==> src/rtl/sevenseg_pkg.sv <==
// sevenseg_pkg
// Shared definitions for the multiplexed seven-segment display path.
//   BCD_W            : width of one packed BCD digit
//   SEG_0..SEG_9     : active-high segment patterns, bit7=a ... bit1=g, bit0=dp
//   SEG_BLANK        : all segments off
//   state_t          : scan FSM states (ST_BLANK dead time, ST_SHOW digit lit)
package sevenseg_pkg;

    localparam int BCD_W = 4;

    localparam logic [7:0] SEG_0     = 8'b1111_1100;
    localparam logic [7:0] SEG_1     = 8'b0110_0000;
    localparam logic [7:0] SEG_2     = 8'b1101_1010;
    localparam logic [7:0] SEG_3     = 8'b1111_0010;
    localparam logic [7:0] SEG_4     = 8'b0110_0110;
    localparam logic [7:0] SEG_5     = 8'b1011_0110;
    localparam logic [7:0] SEG_6     = 8'b1011_1110;
    localparam logic [7:0] SEG_7     = 8'b1110_0000;
    localparam logic [7:0] SEG_8     = 8'b1111_1110;
    localparam logic [7:0] SEG_9     = 8'b1111_0110;
    localparam logic [7:0] SEG_BLANK = 8'b0000_0000;

    typedef enum logic {
        ST_BLANK = 1'b0,
        ST_SHOW  = 1'b1
    } state_t;

endpackage

==> src/rtl/sevenseg_scan_driver_if.sv <==
// sevenseg_scan_driver_if
// Bundles the digit-load side and the display-pin side of the scan driver.
//   digits_in  : packed BCD, digit 0 in [3:0]
//   dp_in      : decimal-point request per digit
//   load       : one-cycle capture strobe
//   seg        : shared segment bus (a..g, dp)
//   dig_en     : one-hot digit enables
//   frame_done : one-cycle pulse at the start of each new frame
// master = digit generator, slave = scan driver.
interface sevenseg_scan_driver_if #(
    parameter int NUM_DIGITS = 4
);
    import sevenseg_pkg::*;

    logic [BCD_W*NUM_DIGITS-1:0] digits_in;
    logic [NUM_DIGITS-1:0]       dp_in;
    logic                        load;
    logic [7:0]                  seg;
    logic [NUM_DIGITS-1:0]       dig_en;
    logic                        frame_done;

    modport master (
        output digits_in, dp_in, load,
        input  seg, dig_en, frame_done
    );

    modport slave (
        input  digits_in, dp_in, load,
        output seg, dig_en, frame_done
    );

endinterface

==> src/rtl/sevenseg_decode.sv <==
// sevenseg_decode
// Combinational BCD to seven-segment decoder (no dp bit).
//   i_bcd  : 4-bit BCD value; 10..15 decode to all segments off
//   o_seg7 : active-high segments, bit6=a ... bit0=g
module sevenseg_decode
    import sevenseg_pkg::*;
(
    input  logic [BCD_W-1:0] i_bcd,
    output logic [6:0]       o_seg7
);

    always_comb begin
        case (i_bcd)
            4'd0:    o_seg7 = SEG_0[7:1];
            4'd1:    o_seg7 = SEG_1[7:1];
            4'd2:    o_seg7 = SEG_2[7:1];
            4'd3:    o_seg7 = SEG_3[7:1];
            4'd4:    o_seg7 = SEG_4[7:1];
            4'd5:    o_seg7 = SEG_5[7:1];
            4'd6:    o_seg7 = SEG_6[7:1];
            4'd7:    o_seg7 = SEG_7[7:1];
            4'd8:    o_seg7 = SEG_8[7:1];
            4'd9:    o_seg7 = SEG_9[7:1];
            default: o_seg7 = SEG_BLANK[7:1];
        endcase
    end

endmodule

==> src/rtl/sevenseg_scan_driver.sv <==
// sevenseg_scan_driver
// Time-multiplexes NUM_DIGITS BCD digits onto one segment bus with a dead-time
// blank at the start of every slot; new values are latched atomically at frame
// boundaries.
//   clk   : system clock
//   rst_n : asynchronous active-low reset
//   bus   : sevenseg_scan_driver_if.slave (digits_in, dp_in, load -> seg, dig_en, frame_done)
// Optional build macro: LEADING_ZERO_BLANK_EN blanks leading zero digits (digit 0 never).
module sevenseg_scan_driver
    import sevenseg_pkg::*;
#(
    parameter int NUM_DIGITS     = 4,
    parameter int REFRESH_DIV    = 12500,
    parameter int BLANK_CYCLES   = 250,
    parameter int SEG_ACTIVE_LOW = 0,
    parameter int DIG_ACTIVE_LOW = 1
) (
    input  logic                  clk,
    input  logic                  rst_n,
    sevenseg_scan_driver_if.slave bus
);

    localparam int CNT_W = (REFRESH_DIV > 1) ? $clog2(REFRESH_DIV) : 1;
    localparam int IDX_W = (NUM_DIGITS > 1) ? $clog2(NUM_DIGITS) : 1;
    localparam logic [CNT_W-1:0] CNT_LAST  = CNT_W'(REFRESH_DIV - 1);
    localparam logic [CNT_W-1:0] CNT_BLANK = CNT_W'(BLANK_CYCLES);
    localparam logic [IDX_W-1:0] IDX_LAST  = IDX_W'(NUM_DIGITS - 1);
    localparam logic [7:0]            SEG_INV = (SEG_ACTIVE_LOW != 0) ? 8'hFF : 8'h00;
    localparam logic [NUM_DIGITS-1:0] DIG_INV = (DIG_ACTIVE_LOW != 0) ? '1 : '0;
    // With no dead time there is no blank phase to start in.
    localparam state_t ST_INIT = (BLANK_CYCLES == 0) ? ST_SHOW : ST_BLANK;

    logic [CNT_W-1:0]            r_cnt;
    logic [IDX_W-1:0]            r_idx;
    state_t                      r_state;
    logic [BCD_W*NUM_DIGITS-1:0] r_active;
    logic [NUM_DIGITS-1:0]       r_active_dp;
    logic [BCD_W*NUM_DIGITS-1:0] r_pend;
    logic [NUM_DIGITS-1:0]       r_pend_dp;
    logic                        r_pend_valid;
    logic [7:0]                  r_seg;
    logic [NUM_DIGITS-1:0]       r_dig;
    logic                        r_bnd_d;
    logic                        r_frame_done;

    logic                        w_wrap;
    logic                        w_boundary;
    logic [CNT_W-1:0]            w_cnt_next;
    state_t                      w_state_next;
    logic [BCD_W-1:0]            w_digit;
    logic                        w_dp;
    logic                        w_blank_sel;
    logic [NUM_DIGITS-1:0]       w_onehot;
    logic [NUM_DIGITS-1:0]       w_lz;
    logic [6:0]                  w_seg7;
    logic [7:0]                  w_seg_next;
    logic [NUM_DIGITS-1:0]       w_dig_next;

    assign w_wrap     = (r_cnt == CNT_LAST);
    assign w_boundary = w_wrap && (r_idx == IDX_LAST);
    assign w_cnt_next = w_wrap ? '0 : r_cnt + 1'b1;

    // Slot counter and digit index
    always_ff @(posedge clk or negedge rst_n) begin
        if (!rst_n) begin
            r_cnt <= '0;
            r_idx <= '0;
        end else begin
            r_cnt <= w_cnt_next;
            if (w_wrap) begin
                r_idx <= (r_idx == IDX_LAST) ? '0 : r_idx + 1'b1;
            end
        end
    end

    // State register
    always_ff @(posedge clk or negedge rst_n) begin
        if (!rst_n) begin
            r_state <= ST_INIT;
        end else begin
            r_state <= w_state_next;
        end
    end

    // Next state looks at the counter value the state will coincide with,
    // so ST_SHOW holds exactly while r_cnt >= BLANK_CYCLES.
    always_comb begin
        w_state_next = r_state;
        case (r_state)
            ST_BLANK: if (w_cnt_next == CNT_BLANK) w_state_next = ST_SHOW;
            ST_SHOW:  if (w_wrap && (BLANK_CYCLES != 0)) w_state_next = ST_BLANK;
            default:  w_state_next = ST_INIT;
        endcase
    end

    // Pending/active shadow registers; active only moves at a frame boundary.
    always_ff @(posedge clk or negedge rst_n) begin
        if (!rst_n) begin
            r_active     <= '0;
            r_active_dp  <= '0;
            r_pend       <= '0;
            r_pend_dp    <= '0;
            r_pend_valid <= 1'b0;
        end else begin
            if (w_boundary) begin
                if (bus.load) begin
                    r_active    <= bus.digits_in;
                    r_active_dp <= bus.dp_in;
                end else if (r_pend_valid) begin
                    r_active    <= r_pend;
                    r_active_dp <= r_pend_dp;
                end
            end
            if (bus.load) begin
                r_pend       <= bus.digits_in;
                r_pend_dp    <= bus.dp_in;
                r_pend_valid <= !w_boundary;
            end else if (w_boundary) begin
                r_pend_valid <= 1'b0;
            end
        end
    end

`ifdef LEADING_ZERO_BLANK_EN
    // w_lz[i] set when digit i and all more-significant digits are zero.
    always_comb begin
        logic v_run;
        v_run = 1'b1;
        w_lz  = '0;
        for (int unsigned k = 0; k + 1 < NUM_DIGITS; k++) begin
            v_run = v_run && (r_active[(NUM_DIGITS-1-k)*BCD_W +: BCD_W] == '0);
            w_lz[NUM_DIGITS-1-k] = v_run;
        end
    end
`else
    assign w_lz = '0;
`endif

    // Select the current digit, its dp, blanking flag and one-hot enable
    always_comb begin
        w_digit     = '0;
        w_dp        = 1'b0;
        w_blank_sel = 1'b0;
        w_onehot    = '0;
        for (int unsigned i = 0; i < NUM_DIGITS; i++) begin
            if (r_idx == IDX_W'(i)) begin
                w_digit     = r_active[i*BCD_W +: BCD_W];
                w_dp        = r_active_dp[i];
                w_blank_sel = w_lz[i];
                w_onehot[i] = 1'b1;
            end
        end
    end

    sevenseg_decode u_decode (
        .i_bcd  (w_digit),
        .o_seg7 (w_seg7)
    );

    always_comb begin
        w_seg_next = SEG_BLANK;
        w_dig_next = '0;
        if (r_state == ST_SHOW) begin
            w_seg_next = {(w_blank_sel ? 7'b0 : w_seg7), w_dp};
            w_dig_next = w_onehot;
        end
    end

    // Output register; frame_done is delayed one extra cycle so it lines up
    // with the first output cycle of digit 0.
    always_ff @(posedge clk or negedge rst_n) begin
        if (!rst_n) begin
            r_seg        <= SEG_INV;
            r_dig        <= DIG_INV;
            r_bnd_d      <= 1'b0;
            r_frame_done <= 1'b0;
        end else begin
            r_seg        <= w_seg_next ^ SEG_INV;
            r_dig        <= w_dig_next ^ DIG_INV;
            r_bnd_d      <= w_boundary;
            r_frame_done <= r_bnd_d;
        end
    end

    assign bus.seg        = r_seg;
    assign bus.dig_en     = r_dig;
    assign bus.frame_done = r_frame_done;

endmodule

==> src/flat_wrapper.sv <==
// flat-port wrapper written by rule: the top's interface ports become plain ports
module sevenseg_scan_driver_flat import sevenseg_pkg::*;
#(
    parameter int NUM_DIGITS     = 4,
    parameter int REFRESH_DIV    = 12500,
    parameter int BLANK_CYCLES   = 250,
    parameter int SEG_ACTIVE_LOW = 0,
    parameter int DIG_ACTIVE_LOW = 1
)
  (clk, rst_n, bus_digits_in, bus_dp_in, bus_load, bus_seg, bus_dig_en, bus_frame_done);
  sevenseg_scan_driver_if #(.NUM_DIGITS(NUM_DIGITS)) bus_i ();
  input  logic clk;
  input  logic rst_n;
  input wire logic [$bits(bus_i.digits_in)-1:0] bus_digits_in;
  input wire logic [$bits(bus_i.dp_in)-1:0] bus_dp_in;
  input wire logic [$bits(bus_i.load)-1:0] bus_load;
  output wire logic [$bits(bus_i.seg)-1:0] bus_seg;
  output wire logic [$bits(bus_i.dig_en)-1:0] bus_dig_en;
  output wire logic [$bits(bus_i.frame_done)-1:0] bus_frame_done;
  assign bus_i.digits_in = bus_digits_in;
  assign bus_i.dp_in = bus_dp_in;
  assign bus_i.load = bus_load;
  assign bus_seg = bus_i.seg;
  assign bus_dig_en = bus_i.dig_en;
  assign bus_frame_done = bus_i.frame_done;
  sevenseg_scan_driver #(.NUM_DIGITS(NUM_DIGITS), .REFRESH_DIV(REFRESH_DIV), .BLANK_CYCLES(BLANK_CYCLES), .SEG_ACTIVE_LOW(SEG_ACTIVE_LOW), .DIG_ACTIVE_LOW(DIG_ACTIVE_LOW)) u_core (.clk(clk), .rst_n(rst_n), .bus(bus_i));
endmodule
==> config.mk <==
export PLATFORM = sky130hd
export DESIGN_NAME = sevenseg_scan_driver_flat
export DESIGN_NICKNAME = d
export VERILOG_FILES = /design/src/rtl/sevenseg_pkg.sv /design/src/rtl/sevenseg_scan_driver_if.sv /design/src/rtl/sevenseg_decode.sv /design/src/rtl/sevenseg_scan_driver.sv /design/src/flat_wrapper.sv
export SDC_FILE = /design/constraint.sdc
export NUM_CORES = 1
export LEC_CHECK = 0
export ABC_AREA = 1
export CORE_ASPECT_RATIO = 2
export CORE_MARGIN = 4
export CORE_UTILIZATION = 25
export DETAILED_ROUTE_END_ITERATION = 16
export PLACE_DENSITY = 0.45
export SLEW_MARGIN = 15
export SYNTH_ARGS = -nofsm -noshare
export SYNTH_HDL_FRONTEND = slang
export SYNTH_SLANG_ARGS = --single-unit
export TNS_END_PERCENT = 20
==> constraint.sdc <==
create_clock -name clk -period 5.1 [get_ports clk]
set_input_delay 1.275 -clock clk [delete_from_list [all_inputs] [get_ports clk]]
set_output_delay 1.275 -clock clk [all_outputs]
set_load 0.02 [all_outputs]
==> impl_metrics.tcl, run 1 <==
set metrics [dict create \
    synthesis.area_sq_um 3420 \
    layout.nets 448 \
    hp-start "u_core.r_bnd_d" \
    period_minus_slack_ns 3.23 \
    vias_per_cell 4.28 \
    drive_gt1_share_pct 13.1 \
    finalWeightedCongestion 0.814 \
    avgSynthCellArea_sq_um 9.08 \
    worst_pin_slew_ns 0.912 \
    regArea_sq_um 1810 \
    p_per_area_nw_per_um2 300 \
    timing.fmax_mhz 309 \
    nFillCells 1386 \
    period_share_pct 63.4 \
    dp_hpwl_um 5790 \
    htree_levels 3 \
    leakagePower_nw 2.19 \
    die-area_sq_um 15700 \
    grt_pass1_vias 2649 \
    grt_pass1_wl_um 12900 \
    max_slew_margin_pct 39.1 \
    status "complete, no violations" \
    reg2regPathDepth 5 \
    drc 0 \
    ctsHoldBuffers 0 \
    timing.rr.start "u_core.r_cnt[0]" \
    syn_to_final_growth_pct 23.1 \
    io_pins 36 \
    required_ns 5.31 \
    grt_max_degree 73 \
    hold_viol 0 \
    critPathMaxFanout 22 \
    drt_iter0_markers 70 \
    whs_path_depth 0 \
    fin_skew_ns 0.00801 \
    clk_latency_ns 0.33 \
    cts_tree "done" \
    setup_violations 0 \
    r2r_end "u_core.r_active[13]" \
    placedInstanceArea_sq_um 3920 \
    rsz0062_at_grt "no" \
    dr.pass1.iters 4 \
    critPathArrivalTime_ns 3.44 \
    portBuffers 35 \
    peakVddDrop_v 0.000155 \
    hold-path-endpoint "u_core.bus.frame_done" \
    postCtsSetupRepairBufs 0 \
    die_x_um 90.8 \
    grt_overflow 0 \
    syn_inst 377 \
    synth_cell_type_count 30 \
    start_util_pct 25.5 \
    postRouteAntennaNets 0 \
    slew_violations 0 \
    drt_wl_total_um 7610 \
    fp.dieH_um 174 \
    cts-resized-gates 0 \
    post_drt_wl_per_cell_um 13.2 \
    insertedDiodeCount 0 \
    antenna_found_initial 0 \
    reg2reg_slack_ns 2.69 \
    cp-start-kind "primary input" \
    clockBufferDepth 2 \
    grtUsageTotal_pct 10.5 \
    hp-class "register to register" \
    maxCapViolations 0 \
    syn-num-nets 410 \
    endpoint_kind "register" \
    fin_area_sq_um 4210 \
    num_rows 60 \
    finalSetupTns_ns 0 \
    ys_seq_area_share_pct 52.8 \
    dr_total_vias 2461 \
    cts_buffers 9 \
    path_class "primary input to register" \
    ys_ff_latch 72 \
    ys_warn_count 0 \
    core_sq_um 13400 \
    multi_input_area_sq_um 1400 \
    cts_sinks 72 \
    cts_root_buf "clkbuf_16" \
    clk_pin_slew_ns 0.05 \
]
area by class of cell:
cell class	instances	area share, %
clock buffers	13	5.94
clock inverters	3	1.04
inverters	44	3.95
multi-input cells	252	33.2
flip-flops and latches	72	42.9
well taps	155	4.60
repair buffers	36	8.43
layer usage:
metal	vias to the layer above	track usage, %	wire length, um
met4	0	5.82	204
li1	1257	-	-
met3	10	2.04	156
met5	-	0	0
met2	34	20.2	4360
met1	1160	10.2	2890
report_power, final:
| group | internal, mW | leakage [nW] | switching, mW |
|---|---|---|---|
| sequential | 0.586 | 0.937 | 0.00373 |
| clock | 0.392 | 0.144 | 0.229 |
| combinational | 0.0220 | 1.11 | 0.0302 |
flip-flops by register name (all words and copies together), names as in the netlist:
register and flops:
u_core.bus.seg 8, u_core.r_pend_dp 4, u_core.r_active_dp 4, u_core.r_bnd_d 1
u_core.bus.frame_done 1, u_core.r_active 16, u_core.r_pend 16, u_core.r_state 1
u_core.r_pend_valid 1, u_core.r_cnt 14, u_core.r_idx 2, u_core.bus.dig_en 4
critical path, cell delays in order:
cell             delay [ns]
clkdlybuf4s50_1        0.46
buf_4                  0.24
or2_2                  0.17
nand4_2                0.71
mux2_4                 0.57
how the worst max path moves through the flow:
| stage | start | end | slack, ns | cells past startpoint |
|---|---|---|---|---|
| finish | bus_load | u_core.r_active[13] | 1.87 | 5 |
| global route | bus_load | u_core.r_active[2] | 1.72 | 5 |
| CTS | bus_load | u_core.r_active[7] | 1.78 | 5 |
| detailed placement | bus_load | u_core.r_active[13] | 1.42 | 5 |
| global placement | bus_load | u_core.r_active[15] | 1.52 | 5 |
| floorplan | bus_load | u_core.r_active[0] | 2.83 | 4 |
synth_stat cells:
master,n,area share [%]
o21ai_0,16,2.3
dfrtp_1,68,50
inv_2,2,0.22
clkinv_2,1,0.15
buf_4,1,0.22
o21bai_1,1,0.22
clkbuf_1,5,0.55
a21oi_1,11,1.6
nand3_2,2,0.58
nor2_4,1,0.33
nand3_1,13,1.9
nand2_2,5,0.91
or2_0,1,0.18
ha_1,10,3.7
buf_6,2,0.66
dfstp_2,4,3.1
xor2_1,1,0.26
o211ai_1,1,0.22
buf_2,1,0.15
or2_2,1,0.18
o31ai_1,1,0.22
nand4_1,5,0.91
nand2_1,117,13
nand4_2,1,0.37
mux2_4,20,8.8
nor3_1,3,0.44
nor2_2,3,0.55
inv_1,41,4.5
o21ai_1,2,0.29
nor2_1,37,4.1
cells in the final DEF (no fill, tap or decap), types with 2 or more instances in the layout:
master / count
nor2_1: 37
ha_1: 10
o21ai_1: 2
nor2_2: 3
mux2_4: 20
clkbuf_16: 9
nand4_1: 5
a21oi_1: 11
inv_1: 41
dfrtp_1: 68
buf_4: 2
dfstp_2: 4
nand3_1: 13
inv_2: 2
nor3_1: 3
clkinv_2: 2
nand2_1: 117
nand3_2: 2
clkbuf_1: 3
clkdlybuf4s50_1: 34
o21ai_0: 16
nand2_2: 5
kinds of logic after synthesis:
family / Yosys count / share of synthesized area [%]
AOI/OAI and AO/OA: 32 / 4.90
xor gates and xnor gates: 1 / 0.256
adders and majority gates: 10 / 3.65
buffers and inverters: 53 / 6.43
DFF: 72 / 52.8
muxes: 20 / 8.77
and+or+nand+nor: 189 / 23.2
per-stage QoR:
step / power, mW / hold WS (ns) / setup slack, ns / cells / utilization, %
6_report: 1.26 / 0.348 / 1.87 / 575 / 31.4
5_1_grt: 1.32 / 0.354 / 1.72 / 575 / 31.4
4_1_cts: 1.29 / 0.351 / 1.78 / 575 / 31.4
3_5_place_dp: 0.655 / 0.338 / 1.42 / 559 / 29.2
3_3_place_gp: 0.654 / 0.335 / 1.52 / 559 / 29.2
2_1_floorplan: 0.618 / 0.331 / 2.83 / 377 / -
Power figures use the tool's default switching activity.
==> run 2, diff against run 1 <==
Clock period 5.1 ns to 3.1 ns, I/O delays scaled along.
==> run 2 against run 1 <==
Effect of this change:
- clock skew rose by 0.00088 ns
- die area did not move
- combinational power rose by 65%
- final cell count rose by 0.17%
- sequential power rose by 65%
- hold slack got worse by 0.0018 ns
- first-iteration DRC count rose by 76%
- critical path depth rose by 3
- cell area fell by 0.39%
- clock power rose by 51%
- power rose by 58%
- utilization fell by 0.12 points
==> impl_metrics.tcl, run 2 (synthesis results as in run 1) <==
set metrics [dict create \
    whs_path_depth 0 \
    maxCapViolations 0 \
    drt_iter0_markers 123 \
    numPlacedInstances 560 \
    r2r_end "u_core.bus.seg[2]" \
    fp.dieH_um 174 \
    clk_latency_ns 0.33 \
    leakagePower_nw 2.18 \
    dr_total_vias 2512 \
    grt_max_degree 73 \
    period_share_pct 77.1 \
    cts_root_buf "clkbuf_16" \
    postRouteAntennaNets 0 \
    slowest_stage "o21ai_0" \
    finalSetupTns_ns 0 \
    period_minus_slack_ns 2.39 \
    drc 0 \
    drt_wl_total_um 7810 \
    cpPeakStageDelay_ns 0.63 \
    clockBufferDepth 2 \
    syn_to_final_growth_pct 22.6 \
    num_rows 60 \
    dp_hpwl_um 5900 \
    post_drt_wl_per_cell_um 13.6 \
    vias_per_cell 4.36 \
    swShare_pct 21.7 \
    cts_tree "done" \
    cts_sinks 72 \
    path_class "register to register" \
    grt_pass1_vias 2668 \
    seq_power_share_pct 48.6 \
    cts_buffers 9 \
    io_pins 36 \
    grt_pass1_wl_um 13100 \
    placedInstanceArea_sq_um 3930 \
    drive_gt1_share_pct 13.3 \
    regArea_sq_um 1810 \
    critPathMaxFanout 9 \
    multi_input_area_sq_um 1400 \
    reg2reg_slack_ns 0.71 \
    max_slew_margin_pct 38.6 \
    slew_violations 0 \
    endpoint_kind "register" \
    top_regs "u_core.r_active x16, u_core.r_pend x16, u_core.r_cnt x14" \
    postCtsSetupRepairBufs 0 \
    ctsHoldBuffers 0 \
    worstPathCellList "ha_1 > inv_2 > o21ai_0 > inv_1 > ha_1 > o21ai_0 > nor2_1 > nor2_1" \
    hp-class "register to register" \
    die_x_um 90.8 \
    required_ns 3.36 \
    hold_viol 0 \
    htree_levels 3 \
    cp-start-kind "register" \
    switchingPower_mw 0.433 \
    setup_violations 0 \
    critPathArrivalTime_ns 2.65 \
    pwr-share-comb_pct 4.3 \
    fin_skew_ns 0.00889 \
    antenna_found_initial 0 \
    hp-start "u_core.r_bnd_d" \
    fin_area_sq_um 4200 \
    cts-resized-gates 0 \
    grt_overflow 0 \
    timing.fmax_mhz 418 \
    hold-path-endpoint "u_core.bus.frame_done" \
    timing.rr.start "u_core.r_idx[0]" \
    layout.cells.most_common "nand2_1" \
    mostFrequentLayoutCells "nand2_1 (117), dfrtp_1 (68), inv_1 (41), nor2_1 (37), clkdlybuf4s50_1 (34)" \
    start_util_pct 25.5 \
    p_int_mw 1.56 \
    clk_pin_slew_ns 0.06 \
    insertedDiodeCount 0 \
    p_per_area_nw_per_um2 475 \
    die-area_sq_um 15700 \
    peakVddDrop_v 0.000198 \
    clock_power_share_pct 47.1 \
    layout.nets 449 \
    core_sq_um 13400 \
    rsz0062_at_grt "no" \
    stdcell_count 576 \
    dr.pass1.iters 4 \
    reg2regPathDepth 8 \
    portBuffers 35 \
    nFillCells 1395 \
    status "complete, no violations" \
    grtUsageTotal_pct 10.6 \
    finalWeightedCongestion 0.795 \
    worst_pin_slew_ns 0.921 \
]
## run 2: changes by cell type in the layout (fill, tap and decap cells not counted)
cell	delta
bufinv_16	-1
clkinv_4	-1
buf_4	+1
clkinvlp_4	+2
## run 2: metal layers
| layer | part of all wire, % | up-vias | global-route usage [%] |
|---|---|---|---|
| li1 | - | 1258 | - |
| met1 | 38 | 1209 | 10.7 |
| met2 | 57 | 32 | 20.0 |
| met3 | 2.0 | 13 | 1.61 |
| met4 | 3.3 | 0 | 6.01 |
| met5 | 0 | - | 0 |
## run 2: layout make-up
type | count | share of cell area (%)
multi-input combinational | 252 | 33.3
clock inverter | 3 | 0.477
tap | 155 | 4.62
sequential | 72 | 43.0
clock buffer | 13 | 5.96
inverter | 44 | 3.96
timing repair buffer | 37 | 8.64
## run 2: metrics by stage
step	power (mW)	hold WS [ns]	setup slack (ns)	utilization, %
6_report	1.99	0.346	0.708	31.2
5_1_grt	2.08	0.352	0.397	31.2
4_1_cts	2.03	0.348	0.644	31.2
3_5_place_dp	1.08	0.335	0.548	29.2
3_3_place_gp	1.07	0.336	0.551	29.2
2_1_floorplan	1.02	0.331	1.21	-
## run 2: power groups by stage
stage / Combinational [mW] / Clock (mW) / Sequential [mW]
after detailed placement: 0.0911 / 0 / 0.986
after global routing: 0.100 / 1.01 / 0.971
after global placement: 0.0885 / 0 / 0.986
final: 0.0859 / 0.939 / 0.970
after floorplan: 0.0318 / 0 / 0.984
after CTS: 0.0912 / 0.973 / 0.970
## run 2: worst max-delay path, delay by kind of cell, from the launching register on
| family | cells | cell delay [ns] |
|---|---|---|
| AO/OA/AOI/OAI | 2 | 0.85 |
| flip-flops | 1 | 0.38 |
| buffers and inverters | 2 | 0.34 |
| adder cells (fa/ha/maj) | 2 | 0.58 |
| AND/OR/NAND/NOR | 2 | 0.18 |
## run 2: worst max path at each step
stage | start | endpoint | slack, ns | cells after the start
2_1_floorplan | u_core.r_idx[1] | u_core.bus.seg[4] | 1.21 | 11
3_3_place_gp | bus_load | u_core.r_active[12] | 0.55 | 6
3_5_place_dp | bus_load | u_core.r_active[15] | 0.55 | 6
4_1_cts | u_core.r_idx[0] | u_core.bus.seg[1] | 0.64 | 8
5_1_grt | u_core.r_idx[1] | u_core.bus.seg[2] | 0.40 | 11
6_report | u_core.r_idx[0] | u_core.bus.seg[2] | 0.71 | 8
==> run 3, diff against run 2 <==
Settings changed: PLACE_DENSITY 0.45 to 0.46.
Clock period 3.1 ns to 2.2 ns, I/O delays scaled along.
==> run 3 against run 2 <==
Effect of this change:
- combinational power rose by 46%
- hold slack got worse by 0.13 ns
- non-clock buffer count up 10
==> impl_metrics.tcl, run 3 (synthesis results as in run 1) <==
set metrics [dict create \
    status "complete, no violations" \
    die_x_um 90.8 \
    seq_power_share_pct 48.0 \
    p_int_mw 2.21 \
    cts_buffers 9 \
    syn_to_final_growth_pct 25.5 \
    nFillCells 1409 \
    numPlacedInstances 570 \
    path_class "register to register" \
    maxCapViolations 0 \
    die-area_sq_um 15700 \
    rsz0062_at_grt "yes" \
    vias_per_cell 4.32 \
    cp-start-kind "register" \
    dr_total_vias 2533 \
    cts-resized-gates 0 \
    peakVddDrop_v 0.000266 \
    drc 0 \
    layout.nets 459 \
    clockBufferDepth 2 \
    cts_sinks 72 \
    layout.cells.most_common "nand2_1" \
    hp-class "primary input to async pin" \
    final_util_pct 32.0 \
    period_minus_slack_ns 2.04 \
    switchingPower_mw 0.637 \
    finalSetupTns_ns 0 \
    period_share_pct 92.8 \
    drt_iter0_markers 69 \
    met3_usage_pct 2.30 \
    max_slew_margin_pct 57.2 \
    postRouteAntennaNets 0 \
    drt_wl_total_um 7730 \
    portBuffers 35 \
    setup_violations 0 \
    clk_latency_ns 0.33 \
    multi_input_area_sq_um 1400 \
    drive_gt1_share_pct 16.7 \
    placedInstanceArea_sq_um 4010 \
    cts_tree "done" \
    critPathMaxFanout 8 \
    dp_slack_ns 0.0885 \
    clk_pin_slew_ns 0.06 \
    fin_area_sq_um 4300 \
    swShare_pct 22.4 \
    ctsHoldBuffers 0 \
    grt_pass1_wl_um 12800 \
    p_per_area_nw_per_um2 662 \
    finalWeightedCongestion 0.821 \
    grt_max_degree 50 \
    dr.pass1.iters 4 \
    start_util_pct 25.5 \
    worst_pin_slew_ns 0.642 \
    leakagePower_nw 2.24 \
    worst_slack_ns 0.158 \
    grtUsageTotal_pct 10.5 \
    grt_pass1_vias 2662 \
    post_drt_wl_per_cell_um 13.2 \
    insertedDiodeCount 0 \
    pwr-share-comb_pct 4.4 \
    fp.dieH_um 174 \
    hold_viol 0 \
    dp_hpwl_um 6050 \
    busiest_layer "met2" \
    htree_levels 3 \
    regArea_sq_um 1810 \
    io_pins 36 \
    cts_root_buf "clkbuf_16" \
    total_power_mw 2.85 \
    top_regs "u_core.r_active x16, u_core.r_pend x16, u_core.r_cnt x14" \
    required_ns 2.46 \
    grt_overflow 0 \
    stdcell_count 586 \
    antenna_found_initial 0 \
    endpoint_kind "register" \
    postCtsSetupRepairBufs 0 \
    slew_violations 0 \
    critPathArrivalTime_ns 2.30 \
    fin_skew_ns 0.0105 \
    timing.fmax_mhz 490 \
    num_rows 60 \
    hold_ws_ns 0.217 \
    gr-usage-met1_pct 9.64 \
    mostFrequentLayoutCells "nand2_1 (117), dfrtp_1 (68), inv_1 (39), nor2_1 (37), clkdlybuf4s50_1 (34)" \
    clock_power_share_pct 47.6 \
    core_sq_um 13400 \
    met2_usage_pct 20.2 \
]
## run 3: cell count changes in the layout (fill, tap and decap cells not counted), moves of 2 or more
cell	previous run	this run
clkbuf_1	3	0
clkinv_4	0	2
inv_1	41	39
inv_2	2	4
buf_4	3	11
## run 3: critical path: stages (launching register included)
cell,delay (ns)
dfrtp_1,0.38
inv_1,0.08
ha_1,0.21
inv_2,0.13
nor2_1,0.06
o31ai_1,0.20
o21ai_0,0.15
buf_4,0.18
ha_1,0.27
inv_1,0.04
nor2_1,0.13
nor2_1,0.06
nor2_1,0.09
## run 3: per-layer routing
metal,routed length (um),share of wire (%)
met5,0,0
met4,313,4.0
met2,4400,57
met3,207,2.7
met1,2810,36
## run 3: final timing paths
check / from / slack (ns) / cells past startpoint / end
worst max-delay path: u_core.r_idx[1] / 0.16 / 12 / u_core.bus.seg[4]
worst min-delay path: rst_n / 0.22 / 2 / u_core.r_cnt[1]
worst max register to register: u_core.r_idx[1] / 0.16 / 12 / u_core.bus.seg[4]
worst min register to register: u_core.r_bnd_d / 0.35 / 0 / u_core.bus.frame_done
max in group asynchronous: rst_n / 1.43 / 2 / u_core.r_pend[0]
min in group clk: u_core.r_bnd_d / 0.35 / 0 / u_core.bus.frame_done
## run 3: area by class of cell
class | count | share of cell area [%]
sequential | 72 | 42.0
multi-input combinational | 252 | 32.6
timing repair buffer | 47 | 10.4
clock buffer | 10 | 5.56
tap | 155 | 4.51
inverter | 44 | 3.87
clock inverter | 6 | 1.02
## run 3: power groups by stage
| stage | combinational (mW) | sequential (mW) | clock, mW |
|---|---|---|---|
| detailed placement | 0.131 | 1.39 | 0 |
| finish | 0.125 | 1.37 | 1.35 |
| global placement | 0.129 | 1.39 | 0 |
| floorplan | 0.0448 | 1.39 | 0 |
| global route | 0.145 | 1.37 | 1.46 |
| CTS | 0.132 | 1.37 | 1.40 |
